**config.mk**
```make
export PLATFORM = sky130hd
export DESIGN_NAME = ttt_move_sequencer
export DESIGN_NICKNAME = d
export VERILOG_FILES = /design/src/rtl/ttt_move_sequencer.sv
export SDC_FILE = /design/constraint.sdc
export NUM_CORES = 1
export LEC_CHECK = 0
export ABC_AREA = 1
export BUFFER_PORTS_ARGS = -buffer_cell sky130_fd_sc_hd__buf_2
export CAP_MARGIN = 30
export CORE_ASPECT_RATIO = 0.75
export CORE_MARGIN = 8
export CORE_UTILIZATION = 40
export CTS_CLUSTER_DIAMETER = 40
export DETAILED_ROUTE_END_ITERATION = 7
export GPL_ROUTABILITY_DRIVEN = 0
export PLACE_DENSITY_LB_ADDON = 0.25
export SLEW_MARGIN = 20
export SYNTH_ARGS = -nofsm -noshare
export SYNTH_HDL_FRONTEND = slang
export SYNTH_SLANG_ARGS = --single-unit
```
**constraint.sdc**
```tcl
create_clock -name clk -period 7.1 [get_ports clk]
set_clock_uncertainty 0.05 [all_clocks]
set_input_delay 0.71 -clock clk [delete_from_list [all_inputs] [get_ports clk]]
set_output_delay 0.71 -clock clk [all_outputs]
set_load 0.02 [all_outputs]
```
**src/rtl/ttt_move_sequencer.sv**
```systemverilog
// Turn sequencer in front of the tic-tac-toe game core: accepts human moves,
// scans the board for the computer reply (win, block, preference) and stops
// issuing moves once the core reports a result.
//
// state       | meaning
// ------------+------------------------------------------------------------
// WAIT_PLAYER | idle, accepting a human move request
// PLAY_P      | one-cycle player strobe to the core
// SETTLE_P    | settle delay after a player move, then read winner
// SCAN_WIN    | look for a line the computer can complete
// SCAN_BLOCK  | look for a line the player could complete
// SCAN_PREF   | take the first free cell in preference order
// PLAY_C      | one-cycle computer strobe to the core
// SETTLE_C    | settle delay after a computer move, then read winner
// DONE        | game finished, only reset leaves
module ttt_move_sequencer #(
   parameter int SETTLE_CYCLES = 2,
   parameter bit COMP_FIRST    = 1'b0
) (
   input  logic       clk,
   input  logic       reset,
   input  logic       btn_valid,
   input  logic [3:0] btn_pos,
   input  logic [1:0] pos1,
   input  logic [1:0] pos2,
   input  logic [1:0] pos3,
   input  logic [1:0] pos4,
   input  logic [1:0] pos5,
   input  logic [1:0] pos6,
   input  logic [1:0] pos7,
   input  logic [1:0] pos8,
   input  logic [1:0] pos9,
   input  logic [1:0] winner,
   output logic [3:0] player,
   output logic       plyr_play,
   output logic [3:0] computer,
   output logic       comp_play,
   output logic       btn_ready,
   output logic       btn_reject,
   output logic       game_over,
   output logic [3:0] move_count
);

   typedef enum logic [3:0] {
      WAIT_PLAYER,
      PLAY_P,
      SETTLE_P,
      SCAN_WIN,
      SCAN_BLOCK,
      SCAN_PREF,
      PLAY_C,
      SETTLE_C,
      DONE
   } state_t;

   localparam state_t     RESET_STATE = COMP_FIRST ? SCAN_WIN : WAIT_PLAYER;
   localparam logic [2:0] SETTLE_LOAD = 3'(SETTLE_CYCLES - 1);

   state_t     state;
   state_t     state_nxt;
   logic [2:0] settle_cnt;
   logic [2:0] line_cnt;
   logic [3:0] pref_cnt;

   logic [17:0] board;
   logic [3:0]  la, lb, lc;
   logic [1:0]  va, vb, vc;
   logic [1:0]  scan_mark;
   logic        line_hit;
   logic [3:0]  line_idx;
   logic [3:0]  pref_idx;
   logic        pref_free;
   logic        req_free;

   logic        accept;
   logic        reject_now;
   logic        count_move;
   logic        set_over;
   logic        load_comp;
   logic [3:0]  comp_sel;

   // Cell k of the packed board; indices past 8 read as occupied.
   function automatic logic [1:0] cell_at(input logic [17:0] b, input logic [3:0] i);
      case (i)
         4'd0:    return b[1:0];
         4'd1:    return b[3:2];
         4'd2:    return b[5:4];
         4'd3:    return b[7:6];
         4'd4:    return b[9:8];
         4'd5:    return b[11:10];
         4'd6:    return b[13:12];
         4'd7:    return b[15:14];
         4'd8:    return b[17:16];
         default: return 2'b11;
      endcase
   endfunction

   assign board     = {pos9, pos8, pos7, pos6, pos5, pos4, pos3, pos2, pos1};
   assign req_free  = (btn_pos <= 4'd8) && (cell_at(board, btn_pos) == 2'b00);
   assign scan_mark = (state == SCAN_BLOCK) ? 2'b01 : 2'b10;
   assign va        = cell_at(board, la);
   assign vb        = cell_at(board, lb);
   assign vc        = cell_at(board, lc);
   assign pref_free = (cell_at(board, pref_idx) == 2'b00);

   // Cell triple of the line currently being scanned: rows, columns, diagonals.
   always_comb begin
      la = 4'd0;
      lb = 4'd1;
      lc = 4'd2;
      case (line_cnt)
         3'd0: begin la = 4'd0; lb = 4'd1; lc = 4'd2; end
         3'd1: begin la = 4'd3; lb = 4'd4; lc = 4'd5; end
         3'd2: begin la = 4'd6; lb = 4'd7; lc = 4'd8; end
         3'd3: begin la = 4'd0; lb = 4'd3; lc = 4'd6; end
         3'd4: begin la = 4'd1; lb = 4'd4; lc = 4'd7; end
         3'd5: begin la = 4'd2; lb = 4'd5; lc = 4'd8; end
         3'd6: begin la = 4'd0; lb = 4'd4; lc = 4'd8; end
         3'd7: begin la = 4'd2; lb = 4'd4; lc = 4'd6; end
         default: ;
      endcase
   end

   // Line hit: two cells carry the scan mark and the third is empty.
   always_comb begin
      line_hit = 1'b0;
      line_idx = 4'd0;
      if (va == scan_mark && vb == scan_mark && vc == 2'b00) begin
         line_hit = 1'b1;
         line_idx = lc;
      end else if (va == scan_mark && vc == scan_mark && vb == 2'b00) begin
         line_hit = 1'b1;
         line_idx = lb;
      end else if (vb == scan_mark && vc == scan_mark && va == 2'b00) begin
         line_hit = 1'b1;
         line_idx = la;
      end
   end

   // Preference order: centre, corners, then edges.
   always_comb begin
      pref_idx = 4'd4;
      case (pref_cnt)
         4'd0:    pref_idx = 4'd4;
         4'd1:    pref_idx = 4'd0;
         4'd2:    pref_idx = 4'd2;
         4'd3:    pref_idx = 4'd6;
         4'd4:    pref_idx = 4'd8;
         4'd5:    pref_idx = 4'd1;
         4'd6:    pref_idx = 4'd3;
         4'd7:    pref_idx = 4'd5;
         4'd8:    pref_idx = 4'd7;
         default: pref_idx = 4'd4;
      endcase
   end

   // State register.
   always_ff @(posedge clk or negedge reset) begin
      if (!reset) state <= RESET_STATE;
      else        state <= state_nxt;
   end

   // Next-state logic, strobes and datapath enables.
   always_comb begin
      state_nxt  = state;
      plyr_play  = 1'b0;
      comp_play  = 1'b0;
      btn_ready  = 1'b0;
      accept     = 1'b0;
      reject_now = 1'b0;
      count_move = 1'b0;
      set_over   = 1'b0;
      load_comp  = 1'b0;
      comp_sel   = line_idx;
      case (state)
         WAIT_PLAYER: begin
            btn_ready = 1'b1;
            if (btn_valid) begin
               if (req_free) begin
                  accept    = 1'b1;
                  state_nxt = PLAY_P;
               end else begin
                  reject_now = 1'b1;
               end
            end
         end
         PLAY_P: begin
            plyr_play  = 1'b1;
            count_move = 1'b1;
            state_nxt  = SETTLE_P;
         end
         SETTLE_P, SETTLE_C: begin
            if (settle_cnt == 3'd0) begin
               if (winner != 2'b11) begin
                  set_over  = 1'b1;
                  state_nxt = DONE;
               end else if (move_count == 4'd9) begin
                  state_nxt = DONE;
               end else if (state == SETTLE_P) begin
                  state_nxt = SCAN_WIN;
               end else begin
                  state_nxt = WAIT_PLAYER;
               end
            end
         end
         SCAN_WIN: begin
            if (line_hit) begin
               load_comp = 1'b1;
               state_nxt = PLAY_C;
            end else if (line_cnt == 3'd7) begin
               state_nxt = SCAN_BLOCK;
            end
         end
         SCAN_BLOCK: begin
            if (line_hit) begin
               load_comp = 1'b1;
               state_nxt = PLAY_C;
            end else if (line_cnt == 3'd7) begin
               state_nxt = SCAN_PREF;
            end
         end
         SCAN_PREF: begin
            if (pref_free) begin
               load_comp = 1'b1;
               comp_sel  = pref_idx;
               state_nxt = PLAY_C;
            end else if (pref_cnt == 4'd8) begin
               // Only reachable with a corrupted board; end the game safely.
               set_over  = 1'b1;
               state_nxt = DONE;
            end
         end
         PLAY_C: begin
            comp_play  = 1'b1;
            count_move = 1'b1;
            state_nxt  = SETTLE_C;
         end
         DONE: ;
         default: state_nxt = WAIT_PLAYER;
      endcase
   end

   // Move latches, counters, reject pulse and sticky game-over flag.
   always_ff @(posedge clk or negedge reset) begin
      if (!reset) begin
         player     <= 4'd0;
         computer   <= 4'd0;
         btn_reject <= 1'b0;
         game_over  <= 1'b0;
         move_count <= 4'd0;
         settle_cnt <= SETTLE_LOAD;
         line_cnt   <= 3'd0;
         pref_cnt   <= 4'd0;
      end else begin
         btn_reject <= reject_now;
         if (accept)    player   <= btn_pos;
         if (load_comp) computer <= comp_sel;
         if (set_over)  game_over <= 1'b1;
         if (count_move && move_count < 4'd9) move_count <= move_count + 4'd1;

         if ((state == SETTLE_P || state == SETTLE_C) && settle_cnt != 3'd0)
            settle_cnt <= settle_cnt - 3'd1;
         else
            settle_cnt <= SETTLE_LOAD;

         // Wraps 7 -> 0 so the block scan starts on line 0.
         if ((state == SCAN_WIN || state == SCAN_BLOCK) && !line_hit)
            line_cnt <= line_cnt + 3'd1;
         else
            line_cnt <= 3'd0;

         if (state == SCAN_PREF && !pref_free)
            pref_cnt <= pref_cnt + 4'd1;
         else
            pref_cnt <= 4'd0;
      end
   end

endmodule
```
==> impl_metrics.env <==
export IMPL_status="finished, final reports clean"
export IMPL_path_max_fanout=11
export IMPL_grt_use_met3_pct=4.94
export IMPL_design_core_area_um2=7260
export IMPL_start_util_pct=40.8
export IMPL_ir_drop_mv=0.0728
export IMPL_synth_area_leaders="dfrtp_1 (23%), nand2_1 (19%), nor2_1 (9.6%)"
export IMPL_final_util_pct=45.9
export IMPL_yosysMostFrequentCell="nand2_1"
export IMPL_synthFlopType="dfrtp_1"
export IMPL_period_share_pct=44.8
export IMPL_grt_pass1_wl_mm=14.9
export IMPL_clkLatencyLatePin_ns=0.28
export IMPL_rsz0062_at_grt="no"
export IMPL_cap_violations=0
export IMPL_synth_nets=534
export IMPL_cts_hold_buf=0
export IMPL_num_antenna_cells=0
export IMPL_vias=3302
export IMPL_final_hold_violation_count=0
export IMPL_hpwl_mm=7.36
export IMPL_synth_commonest_cells="nand2_1 (150), nor2_1 (76), inv_1 (53)"
export IMPL_ios=44
export IMPL_grt_pass1_vias=3023
export IMPL_cpLargestDelayFamily="simple AND/OR/NAND/NOR gates"
export IMPL_start_kind="flip-flop"
export IMPL_hold_path_class="in -> async"
export IMPL_dieArea_um2=10400
export IMPL_cp_common_cell="nand2_1"
export IMPL_grt_busiest_layer="met2"
export IMPL_p_leak_nw=1.82
export IMPL_wl_mm=8.97
export IMPL_r2r_slack_ns=3.92
export IMPL_relSlewSlack_pct=56.7
export IMPL_pwr_density_cell_nw_per_um2=99.6
export IMPL_post_cts_setup_buffers=0
export IMPL_syn_cell_area_um2=2960
export IMPL_finalSetupTns_ns=0
export IMPL_setup_viol=0
export IMPL_end_kind="flip-flop"
export IMPL_areaGrowthSynthToFinish_pct=12.6
export IMPL_reg2reg_depth=19
export IMPL_antenna_found_initial=0
export IMPL_r2r_end="computer[2]"
export IMPL_synth_seq_area_share_pct=23.7
export IMPL_post_route_drc_count=0
export IMPL_syn_inst=491
export IMPL_drv_slew=0
export IMPL_ys_async_sr_fraction_pct=100
export IMPL_arrival_ns=3.32
export IMPL_grt_use_met1_pct=25.3
export IMPL_clock_path_buffers=2
export IMPL_cp_endpoint="computer[2]"
export IMPL_postCtsResizedCells=0
export IMPL_fillers=777
export IMPL_portBuffers=43
export IMPL_synth_top_cell_area_share_pct=22.8
export IMPL_crit_buf_inv=4
export IMPL_drt_initial_drc_count=237
export IMPL_synth_area_per_cell_um2=6.03
export IMPL_synth_edf_count=0
export IMPL_drive_gt1_share_pct=17.0
export IMPL_cts_buffers=3
export IMPL_max_freq_mhz=314
export IMPL_ys_ff_latch=28
export IMPL_postRouteAntennaNets=0
export IMPL_grt_max_degree=29
export IMPL_crit_chain="inv_1, ha_1, inv_2, nand2_1, nand2_2, nand4_1, nand2_1, nor2_1, nand2_1, inv_1, nand2_1, nor3_2, nand2_1, nand2_2, nand2_2, nand2_2, inv_2, nand2_1, nand2_1"
export IMPL_gr_total_overflow=0
export IMPL_period_needed_ns=3.18
export IMPL_max_stage_delay_ns=0.56
export IMPL_cts_tree="built"
export IMPL_drt_pre_antenna_iters=5
export IMPL_nNetsFinal=578
export IMPL_grtUsageMet2_pct=25.4
export IMPL_grt_usage_pct=17.4
export IMPL_synth_area_leader_cell="dfrtp_1"
export IMPL_clock_sinks=28
export IMPL_vias_per_cell=5.20
export IMPL_startpoint="line_cnt[0]"
export IMPL_path_clk_slew_ns=0.10
export IMPL_dieHeight_um=90.5
export IMPL_path_depth=19
export IMPL_synth_distinct_cells=33
export IMPL_rows=27
export IMPL_root_buffer="clkbuf_8"
export IMPL_die_w_um=115
export IMPL_cts_htree_levels=1
export IMPL_wire_per_inst_um=14.1
export IMPL_r2r_start="line_cnt[0]"
export IMPL_path_class="reg -> reg"
export IMPL_yosysWarnings=0
export IMPL_worst_pin_slew_ns=0.650
export IMPL_cp_data_required_time_ns=7.24
export IMPL_cpMaxStageDelayCell="ha_1"
-- registers in the layout, summed over array words and instances (netlist names) --
signal,cells
player,4
state,4
line_cnt,3
btn_reject,1
settle_cnt,3
pref_cnt,4
computer,4
game_over,1
move_count,4
-- worst min-delay path by stage --
stage	start	endpoint	slack [ns]	cells past startpoint
6_report	reset	move_count[0]	0.39	1
5_1_grt	settle_cnt[0]	settle_cnt[0]	0.43	1
4_1_cts	reset	move_count[3]	0.41	1
3_5_place_dp	settle_cnt[0]	settle_cnt[0]	0.39	1
3_3_place_gp	settle_cnt[0]	settle_cnt[0]	0.39	1
2_1_floorplan	reset	btn_reject	0.36	0
-- layout by cell type, fill, tap and decap left out, types with 2 or more instances in the layout --
master    instances
buf_2            43
nand2_2          14
dfrtp_1          27
nand2_1         150
xnor2_1           2
nor2_4            3
nand4_1          31
or2_2             2
a21oi_1           9
nand3_2           4
xor2_1            2
clkbuf_8          3
nor2_1           76
or2_1             2
inv_2            10
nand3_1          38
o21ai_1           4
o211ai_1          2
ha_1             16
nor2_2            5
inv_1            53
o21ai_0          14
nand2_4           2
nor3_1           12
-- area by class of cell --
| cell class | count | area [um^2] | area share, % |
|---|---|---|---|
| clock buffer | 3 | 41.3 | 1.24 |
| timing repair buffer | 43 | 215 | 6.45 |
| tap | 101 | 126 | 3.79 |
| multi-input combinational | 396 | 1980 | 59.5 |
| sequential | 28 | 702 | 21.0 |
| inverter | 63 | 236 | 7.09 |
| clock inverter | 1 | 30.0 | 0.900 |
-- per-stage QoR --
step                      power [W]  hold slack [ns]  std cells  area [um^2]  worst slack, ns
after global routing       0.000345            0.435        635         3340             3.49
after floorplan            0.000179            0.364        491         2960             4.57
after detailed placement   0.000204            0.391        631         3260             3.97
after global placement     0.000204            0.388        631         3260             4.10
after CTS                  0.000335            0.409        635         3340             3.96
final                      0.000332            0.389        635         3340             3.92
-- logic make-up after synthesis --
logic type	Yosys count	share of synthesized area, %
AOI/OAI and AO/OA	33	6.13
xor gates and xnor gates	4	1.18
adders and majority gates	16	6.76
buffers and inverters	67	9.29
DFF	28	23.7
muxes	1	0.380
and+or+nand+nor	342	52.6
-- where the power goes --
part	switching, W	internal (W)	leakage [nW]
registers	0.0000000771	0.000160	0.382
clock network	0.0000546	0.0000756	0.0357
logic	0.0000299	0.0000124	1.41
total	0.0000846	0.000248	1.82
-- metal layers --
layer  part of all wire, %  vias up
met3                    10        2
li1                      -     1672
met5                     0        -
met4                  0.36        0
met2                    41      129
met1                    48     1499
Note: power is estimated with default switching activity, not from simulation.
